File: config.mk
export PLATFORM = sky130hd
export DESIGN_NAME = us_measure_scheduler_flat
export DESIGN_NICKNAME = d
export VERILOG_FILES = /design/src/rtl/us_measure_scheduler_if.sv /design/src/rtl/us_measure_scheduler.sv /design/src/flat_wrapper.sv
export SDC_FILE = /design/constraint.sdc
export NUM_CORES = 1
export LEC_CHECK = 0
export BUFFER_PORTS_ARGS = -buffer_cell sky130_fd_sc_hd__buf_4
export CORE_MARGIN = 2
export CORE_UTILIZATION = 45
export DETAILED_ROUTE_END_ITERATION = 8
export GPL_TIMING_DRIVEN = 0
export PLACE_DENSITY = 0.74
export SLEW_MARGIN = 20
export SYNTH_ARGS = -nofsm -noshare
export SYNTH_HDL_FRONTEND = slang
export SYNTH_SLANG_ARGS = --single-unit
export TNS_END_PERCENT = 20
File: constraint.sdc
create_clock -name clk -period 3.8 [get_ports clk]
set_input_delay 0.76 -clock clk [delete_from_list [all_inputs] [get_ports clk]]
set_output_delay 0.76 -clock clk [all_outputs]
set_load 0.02 [all_outputs]
File: src/rtl/us_measure_scheduler_if.sv
// us_measure_scheduler_if
// Start/done/distance handshake between the measurement scheduler and the
// HC-SR04 measurement core.
//   start    : 1-cycle start pulse, scheduler -> core
//   done     : 1-cycle completion pulse, core -> scheduler
//   distance : core result in cm, valid in the cycle done is high
// Modports: master = scheduler side, slave = core side.
interface us_measure_scheduler_if;
  logic       start;
  logic       done;
  logic [8:0] distance;

  modport master (output start, input done, input distance);
  modport slave  (input start, output done, output distance);
endinterface

File: src/rtl/us_measure_scheduler.sv
// us_measure_scheduler
// Sequences HC-SR04 measurements: issues start pulses on manual request or on a
// periodic auto timer, bounds each measurement with a timeout, enforces an idle
// recovery gap, holds the last accepted distance and exports the FSM state.
//
// Optional feature: define US_AVG_FILTER_EN to pass accepted samples through a
// 4-entry moving average before they reach distance_o.
//
// Ports:
//   clk, reset     : clock, asynchronous active-high reset
//   auto_en_i      : level, 1 = periodic measurement mode
//   req_i          : 1-cycle manual measurement request
//   core           : handshake to the measurement core (master modport)
//   distance_o     : last accepted (optionally averaged) distance in cm
//   dist_valid_o   : 1-cycle pulse when distance_o updates
//   timeout_err_o  : sticky timeout flag, cleared by the next accepted sample
//   range_err_o    : sticky out-of-range flag, cleared by the next accepted sample
//   busy_o         : 1 whenever the FSM is not idle
//   state_o        : current FSM state
//
// state   | meaning
// IDLE    | waiting for a pending or fresh request / auto tick
// START   | core start pulse for one cycle, timeout counter cleared
// WAIT    | waiting for core done, bounded by the timeout counter
// CAPTURE | range-check the latched sample, update distance or flag error
// ERROR   | measurement timed out, flag error
// GAP     | sensor recovery gap before the next measurement
module us_measure_scheduler #(
  parameter int unsigned PERIOD_CYCLES  = 10_000_000,
  parameter int unsigned TIMEOUT_CYCLES = 3_000_000,
  parameter int unsigned GAP_CYCLES     = 6_000_000,
  parameter logic [8:0]  MIN_DIST       = 9'd2,
  parameter logic [8:0]  MAX_DIST       = 9'd400
) (
  input  logic                          clk,
  input  logic                          reset,
  input  logic                          auto_en_i,
  input  logic                          req_i,
  us_measure_scheduler_if.master        core,
  output logic [8:0]                    distance_o,
  output logic                          dist_valid_o,
  output logic                          timeout_err_o,
  output logic                          range_err_o,
  output logic                          busy_o,
  output logic [2:0]                    state_o
);

  typedef enum logic [2:0] {
    S_IDLE    = 3'd0,
    S_START   = 3'd1,
    S_WAIT    = 3'd2,
    S_CAPTURE = 3'd3,
    S_ERROR   = 3'd4,
    S_GAP     = 3'd5
  } state_t;

  localparam logic [31:0] PER_TC = 32'(PERIOD_CYCLES - 1);
  localparam logic [31:0] TO_TC  = 32'(TIMEOUT_CYCLES - 1);
  localparam logic [31:0] GAP_TC = 32'(GAP_CYCLES - 1);

  state_t      state_q, state_d;
  logic [31:0] per_cnt_q, per_cnt_d;
  logic [31:0] to_cnt_q, to_cnt_d;
  logic [31:0] gap_cnt_q, gap_cnt_d;
  logic        man_pend_q, man_pend_d;
  logic        auto_pend_q, auto_pend_d;
  logic [8:0]  sample_q, sample_d;
  logic [8:0]  distance_q, distance_d;
  logic        timeout_err_q, timeout_err_d;
  logic        range_err_q, range_err_d;

  logic        tick;
  logic        go;
  logic        in_range;
  logic        accept;
  logic [8:0]  new_dist;

  // Period timer and pending flags
  always_comb begin
    tick = auto_en_i && (per_cnt_q == PER_TC);
    if (!auto_en_i || tick) per_cnt_d = '0;
    else                    per_cnt_d = per_cnt_q + 32'd1;

    go = man_pend_q | auto_pend_q | req_i | tick;

    // Clearing on the IDLE->START transition wins over a same-cycle set, so a
    // coincident req and tick produce one measurement only.
    if (state_q == S_IDLE && go) man_pend_d = 1'b0;
    else                         man_pend_d = man_pend_q | req_i;

    if (!auto_en_i || (state_q == S_IDLE && go)) auto_pend_d = 1'b0;
    else                                         auto_pend_d = auto_pend_q | tick;
  end

  // State register
  always_ff @(posedge clk or posedge reset) begin
    if (reset) state_q <= S_IDLE;
    else       state_q <= state_d;
  end

  // Next-state logic
  always_comb begin
    state_d = S_IDLE;
    case (state_q)
      S_IDLE:    state_d = go ? S_START : S_IDLE;
      S_START:   state_d = S_WAIT;
      S_WAIT: begin
        if (core.done)               state_d = S_CAPTURE;
        else if (to_cnt_q == TO_TC)  state_d = S_ERROR;
        else                         state_d = S_WAIT;
      end
      S_CAPTURE: state_d = S_GAP;
      S_ERROR:   state_d = S_GAP;
      S_GAP:     state_d = (gap_cnt_q == GAP_TC) ? S_IDLE : S_GAP;
      default:   state_d = S_IDLE;
    endcase
  end

  // Sample qualification and optional averaging
  always_comb begin
    in_range = (sample_q >= MIN_DIST) && (sample_q <= MAX_DIST);
    accept   = (state_q == S_CAPTURE) && in_range;
  end

`ifdef US_AVG_FILTER_EN
  logic [8:0]  win_q [4];
  logic        primed_q;
  logic [10:0] win_sum;

  always_comb begin
    win_sum = {2'b00, win_q[0]} + {2'b00, win_q[1]} + {2'b00, win_q[2]}
            + {2'b00, sample_q};
    // Before the window is primed it is filled with the sample itself, so the
    // average equals the sample.
    new_dist = primed_q ? 9'(win_sum >> 2) : sample_q;
  end

  always_ff @(posedge clk or posedge reset) begin
    if (reset) begin
      for (int i = 0; i < 4; i++) win_q[i] <= '0;
      primed_q <= 1'b0;
    end else if (accept) begin
      primed_q <= 1'b1;
      if (!primed_q) begin
        for (int i = 0; i < 4; i++) win_q[i] <= sample_q;
      end else begin
        win_q[3] <= win_q[2];
        win_q[2] <= win_q[1];
        win_q[1] <= win_q[0];
        win_q[0] <= sample_q;
      end
    end
  end
`else
  always_comb new_dist = sample_q;
`endif

  // Datapath next-state
  always_comb begin
    to_cnt_d      = to_cnt_q;
    gap_cnt_d     = gap_cnt_q;
    sample_d      = sample_q;
    distance_d    = distance_q;
    timeout_err_d = timeout_err_q;
    range_err_d   = range_err_q;

    case (state_q)
      S_START: to_cnt_d = '0;
      S_WAIT: begin
        if (to_cnt_q != TO_TC) to_cnt_d = to_cnt_q + 32'd1;
        if (core.done)         sample_d = core.distance;
      end
      S_CAPTURE: begin
        gap_cnt_d = '0;
        if (in_range) begin
          distance_d    = new_dist;
          timeout_err_d = 1'b0;
          range_err_d   = 1'b0;
        end else begin
          range_err_d = 1'b1;
        end
      end
      S_ERROR: begin
        gap_cnt_d     = '0;
        timeout_err_d = 1'b1;
      end
      S_GAP: if (gap_cnt_q != GAP_TC) gap_cnt_d = gap_cnt_q + 32'd1;
      default: ;
    endcase
  end

  always_ff @(posedge clk or posedge reset) begin
    if (reset) begin
      per_cnt_q     <= '0;
      to_cnt_q      <= '0;
      gap_cnt_q     <= '0;
      man_pend_q    <= 1'b0;
      auto_pend_q   <= 1'b0;
      sample_q      <= '0;
      distance_q    <= '0;
      timeout_err_q <= 1'b0;
      range_err_q   <= 1'b0;
    end else begin
      per_cnt_q     <= per_cnt_d;
      to_cnt_q      <= to_cnt_d;
      gap_cnt_q     <= gap_cnt_d;
      man_pend_q    <= man_pend_d;
      auto_pend_q   <= auto_pend_d;
      sample_q      <= sample_d;
      distance_q    <= distance_d;
      timeout_err_q <= timeout_err_d;
      range_err_q   <= range_err_d;
    end
  end

  // Outputs. The accepted value is forwarded during CAPTURE so distance_o is
  // already updated in the cycle dist_valid_o pulses.
  always_comb begin
    core.start    = (state_q == S_START);
    busy_o        = (state_q != S_IDLE);
    state_o       = state_q;
    dist_valid_o  = accept;
    distance_o    = accept ? new_dist : distance_q;
    timeout_err_o = timeout_err_q;
    range_err_o   = range_err_q;
  end

endmodule

File: src/flat_wrapper.sv
// flat-port wrapper written by rule: the top's interface ports become plain ports
module us_measure_scheduler_flat 
#(
  parameter int unsigned PERIOD_CYCLES  = 10_000_000,
  parameter int unsigned TIMEOUT_CYCLES = 3_000_000,
  parameter int unsigned GAP_CYCLES     = 6_000_000,
  parameter logic [8:0]  MIN_DIST       = 9'd2,
  parameter logic [8:0]  MAX_DIST       = 9'd400
)
  (clk, reset, auto_en_i, req_i, distance_o, dist_valid_o, timeout_err_o, range_err_o, busy_o, state_o, core_start, core_done, core_distance);
  us_measure_scheduler_if core_i ();
  input  logic clk;
  input  logic reset;
  input  logic auto_en_i;
  input  logic req_i;
  output logic [8:0] distance_o;
  output logic dist_valid_o;
  output logic timeout_err_o;
  output logic range_err_o;
  output logic busy_o;
  output logic [2:0] state_o;
  output wire logic [$bits(core_i.start)-1:0] core_start;
  input wire logic [$bits(core_i.done)-1:0] core_done;
  input wire logic [$bits(core_i.distance)-1:0] core_distance;
  assign core_start = core_i.start;
  assign core_i.done = core_done;
  assign core_i.distance = core_distance;
  us_measure_scheduler #(.PERIOD_CYCLES(PERIOD_CYCLES), .TIMEOUT_CYCLES(TIMEOUT_CYCLES), .GAP_CYCLES(GAP_CYCLES), .MIN_DIST(MIN_DIST), .MAX_DIST(MAX_DIST)) u_core (.clk(clk), .reset(reset), .auto_en_i(auto_en_i), .req_i(req_i), .core(core_i), .distance_o(distance_o), .dist_valid_o(dist_valid_o), .timeout_err_o(timeout_err_o), .range_err_o(range_err_o), .busy_o(busy_o), .state_o(state_o));
endmodule
* Word level (Yosys, flattened, before mapping)
Index checks and enable logic that the tools add are counted.
** Storage, ports and cells
- Output and inout port bits :: 17
- Memories :: 0
- Register bits :: 121
- Memory bits (writable) :: 0
- Input bits :: 14
- Bits in latches :: 0
- Memory bits (read-only) :: 0
** Cells by class
- Eq/ne operators :: 13
- Mux-type cells :: 16
- Bitwise operators :: 5
- Reductions and logical operators :: 18
- $lt $le $gt $ge :: 2
- $add $sub $neg :: 3
- Divide/modulo/power cells :: 0
- Multipliers :: 0
- Shifts and indexed selects :: 0
** Operator list (count)
- 32-bit case mux with 2 select lines :: 2
- 32-bit by 1-bit adder with 32-bit output (second input constant) :: 3
- 32-bit two-way mux :: 3
- 32-bit by 22-bit equality test with 1-bit output (second input constant) :: 1
- 32-bit by 23-bit equality test with 1-bit output (second input constant) :: 1
- 32-bit by 24-bit equality test with 1-bit output (second input constant) :: 1
- 32-bit by 22-bit inequality test with 1-bit output (second input constant) :: 1
- 32-bit by 23-bit inequality test with 1-bit output (second input constant) :: 1
- 3-bit case mux with 5 select lines :: 1
- 2-bit AND reduction :: 5
- 9-bit by 2-bit >= comparator with 1-bit output (second input constant) :: 1
- 9-bit less-or-equal comparator (second input constant) :: 1
- 3-bit two-way mux :: 3
- 9-bit two-way mux :: 1
- 3-bit by 2-bit equality test with 1-bit output (second input constant) :: 2
- 3-bit equality test (second input constant) :: 2
- 2-bit by 1-bit inequality test with 1-bit output (second input constant) :: 3
- 2-bit nonzero test :: 3
- 1-bit two-way mux :: 5
- 1-bit OR :: 5
- 1-bit logical AND :: 4
- 3-bit by 1-bit equality test with 1-bit output (second input constant) :: 1
- 3-bit zero test :: 1
- 3-bit nonzero test :: 1
- 4 further kinds :: 5

* Depth between registers and ports, before layout
- Word-level depth :: 6
- Depth in mapped cells :: 8
- Depth with buffers taken out :: 6

* Worst setup path after synthesis
No wires, ideal clock.
- Path kind :: reg-to-output
- Start point :: register u_core.sample_q[1] (netlist: u_core.new_dist[1])
- End point :: output distance_o[0]
- Stages on the path, launching flop included :: 7
- Arrival time :: 2050 ps
- Slack :: 990 ps
- Cells stage by stage :: dfrtp_1 or4_1 or3_1 a21oi_1 o31ai_1 clkbuf_1 mux2_2
** On the way
- Word-level cells in the longest chain between the ends :: 4
** Ends and longest elaborated chain
- start, declared :: line us_measure_scheduler.sv:67 : logic [8:0] sample_q, sample_d;
- start signal, assigned :: line us_measure_scheduler.sv:209 : sample_q <= sample_d;
- 9-bit by 2-bit >= comparator with 1-bit output / 9-bit less-or-equal comparator (equally long branches) :: line us_measure_scheduler.sv:121 : in_range = (sample_q >= MIN_DIST) && (sample_q <= MAX_DIST);
- 1-bit logical AND * :: line us_measure_scheduler.sv:121
- 1-bit logical AND * :: line us_measure_scheduler.sv:122 : accept = (state_q == S_CAPTURE) && in_range;
- 9-bit two-way mux * :: line us_measure_scheduler.sv:223 : distance_o = accept ? new_dist : distance_q;
- end, declared :: line flat_wrapper.sv:16 : output logic [8:0] distance_o;
Every way passes the cells marked *; elsewhere a longest branch is shown, timed or not.

* Worst setup path in the final report
- Start point :: register u_core.sample_q[1] (netlist: u_core.new_dist[1])
- End point :: output distance_o[2]
Same word-level chain as after synthesis.

==> results.md <==
- Status: complete, no violations
- WL/cell: 16.6 um
- Post-Synthesis Cells: ~640
- Mux contribution to synthesized area: 3.76%
- Post-Synth Simple-Gate Area: 25.0%
- Drt drc: 0
- Top_reg_cell synth: dfrtp_1
- Cell Area, Synth: roughly 0.0062 sq mm
- Top cells by count, synth: dfrtp_1 (121), nand2_1 (58), nor2_1 (53)
- Grt ovf: 0
- IO buf count: 30
- Post-DP Area: 0.00670 sq mm
- Post-synth top area cell: dfrtp_1
- Clk_skew: around 6 ps
- Buffers & Inverters on Critical Path: 2
- Delay-heaviest family, CP: simple AND/OR/NAND/NOR gates
- Reg-to-reg slack, setup: 1220 ps
- Setup WS pre-CTS: ~600 ps
- Reg-to-reg startpoint: u_core.to_cnt_q[12]
- Compound-Gate Fraction of Synth Area: 14.0%
- RR Endpoint: u_core.to_cnt_q[12]
- Max Slew Vio Count: 0
- CTS clk-pin slew, worst paths: roughly 50 ps
- Top cells by area, synth: dfrtp_1 (49%), nand3_1 (4.2%), nand4_1 (3.5%)
- Placement Rows: 42
- Largest net degree at the start of global routing: 36
- Total Wirelength: roughly 15000 um
- Initial Utilization: 46.4%
- Post-DP HPWL: 9930 um
- Period utilisation layout: 95.6%
- Gr usage total: 21.0%
- Synth Net Count: ~660
- CTS Root Cell: clkbuf_16
- CP Cell Sequence: or4_1 > or3_1 > a21oi_1 > o31ai_1 > clkbuf_2 > mux2_2 > buf_4
- Leakage: 3.09 nW
- TNS Setup: 0 ps
- Slowest CP cell: or4_1
- Vias in the first global route: 5186
- H-tree depth: 4
- Clock latency on the worst-skew pair: 420 ps
- Final core utilization: between 50% and 60%
- Post-synth EDFFs: 0
- Post-synthesis adder-cell area fraction: 0.606%
- Max-cap violations: 0
- Finished Cell Area: 0.00726 sq mm
- Mean post-synth cell area: 9.69 sq um
- RSZ-0062 raised after global routing: false
- Synth cell types: 60
- XOR/XNOR share of the synthesized area: under 10%
- CP endpoint kind: output port
- Hold Buf Count CTS: 0
- Die area: between 0.01 and 0.015 sq mm
- Startpoint Class: flip-flop
- RePlAce Congestion: 0.880
- First-pass GRT wire length: 24500 um
- WP data arrival: 2870 ps
- Worst EP required: between 3000 and 4000 ps
- DRT Pass-1 Iters: 5
- Ports: 31
- Via density: about 6.0
- Post-synth ARST share: 100%
- Num CTS Buffers: 17
- Tightest Pin Transition: around 900 ps
- Worst vdd ir: 435 uV
- CTS tree: done
- Crit-path max cell delay: 580 ps
- Layout cells sized above 1: 13.8%
- Clock buffer depth: 2
- Initial antenna violation count: 0
- Ant. Diodes: 0
- ANT nets after route: 0
- Max Clk Rate: 0.275 GHz
- Final hold vios: 0
- Top cell type's share of synthesized area: 48.9%
- Synthesis warning total: 0
- Largest family of logic cells by synthesized area: simple AND/OR/NAND/NOR gates
- Power Dens Cells: 581 mW/mm^2
- Worst r2r path cells: 6
- Die H: 121 um
- Final worst slack: 167 ps
- Critical setup path kind: reg -> out
- Area grow syn2layout: 17.2%
- Count leader, synth: dfrtp_1
- Core area: 0.0133 sq mm
- Slew HR: 39.4%
- Min-Delay Path Class: in -> async
- CTS sink cnt: 121
- Nets@finish: 708
- Die Wd: ~120 um
- Yosys reg bits: 121
- Via count: approximately 5300
- Sequential share of the synthesized area: 48.9%
- Final setup viols: 0
- Initial DRC count: ~430
- Worst-path fanout max: 10
- Min Tclk post-route: 3630 ps
-- what timing repair did --
action	4_1_cts	5_1_grt
gates resized for setup	0	2
hold endpoints to repair	0	0
setup buffers	0	0
endpoints found under the setup margin	0	1
-- placed cells by master (no fill, tap or decap), drive strengths merged, types with 12 or more instances in the layout --
master,count
nand3,52
nor2,53
clkbuf,47
o211ai,12
a31oi,16
xnor2,13
nand2,59
nor4,12
inv,12
o21ai,27
buf,35
and3,19
nor3,15
nand4,35
mux2,18
a21oi,17
xor2,22
dfrtp,121
-- through the flow --
stage          power [mW]  hold slack [ps]  cells
3_3_place_gp         2.70              449    845
3_5_place_dp         2.75              459    848
2_1_floorplan        2.31              433    639
4_1_cts              4.24              396    880
6_report             4.22              394    880
5_1_grt              4.42              404    880
-- logic make-up (layout without fill, tap and decap cells) --
kind of cell / Yosys count / in the layout
compound gates: 125 / 125
xor+xnor: 35 / 35
fa+ha+maj: 3 / 3
buf+inv: 43 / 108
flops: 121 / 121
mux: 21 / 21
simple gates: 291 / 291
-- cell type report --
| class | instances | area (sq um) |
|---|---|---|
| inverters | 13 | 52.6 |
| well taps | 176 | 220 |
| multi-input cells | 475 | 3000 |
| flip-flops and latches | 121 | 3030 |
| clock buffers | 19 | 443 |
| plain buffers | 30 | 123 |
| clock inverters | 13 | 105 |
| repair buffers | 33 | 285 |
| fillers | 1159 | 6090 |
-- how the worst max path moves through the flow --
stage	startpoint	endpoint	slack, ps	cells past startpoint
after global placement	u_core.new_dist[1]	distance_o[4]	640	5
after floorplan	u_core.new_dist[1]	distance_o[0]	990	6
after CTS	u_core.new_dist[1]	distance_o[2]	70	7
after global routing	u_core.new_dist[1]	distance_o[2]	90	7
final	u_core.new_dist[1]	distance_o[2]	170	7
after detailed placement	u_core.new_dist[1]	distance_o[2]	610	7
-- power by group --
part / switching, mW / internal [mW]
sequential: 0.108 / 1.44
clock: 0.579 / 0.905
combinational: 0.746 / 0.438
total: 1.43 / 2.79
-- registers in the layout, summed over array words and instances (netlist names) --
register              cells
u_core.range_err_o        1
u_core.new_dist           9
u_core.auto_pend_q        1
u_core.distance_q         9
u_core.to_cnt_q          32
u_core.per_cnt_q         32
u_core.state_o            3
u_core.man_pend_q         1
u_core.timeout_err_o      1
u_core.gap_cnt_q         32
-- per-layer routing --
| layer | track usage, % | part of all wire (%) |
|---|---|---|
| met1 | 26.9 | 44 |
| met2 | 33.5 | 49 |
| met3 | 6.39 | 5.5 |
| met4 | 8.05 | 1.3 |
| met5 | 0 | 0 |
No activity file was read; power rests on OpenSTA's default activity.
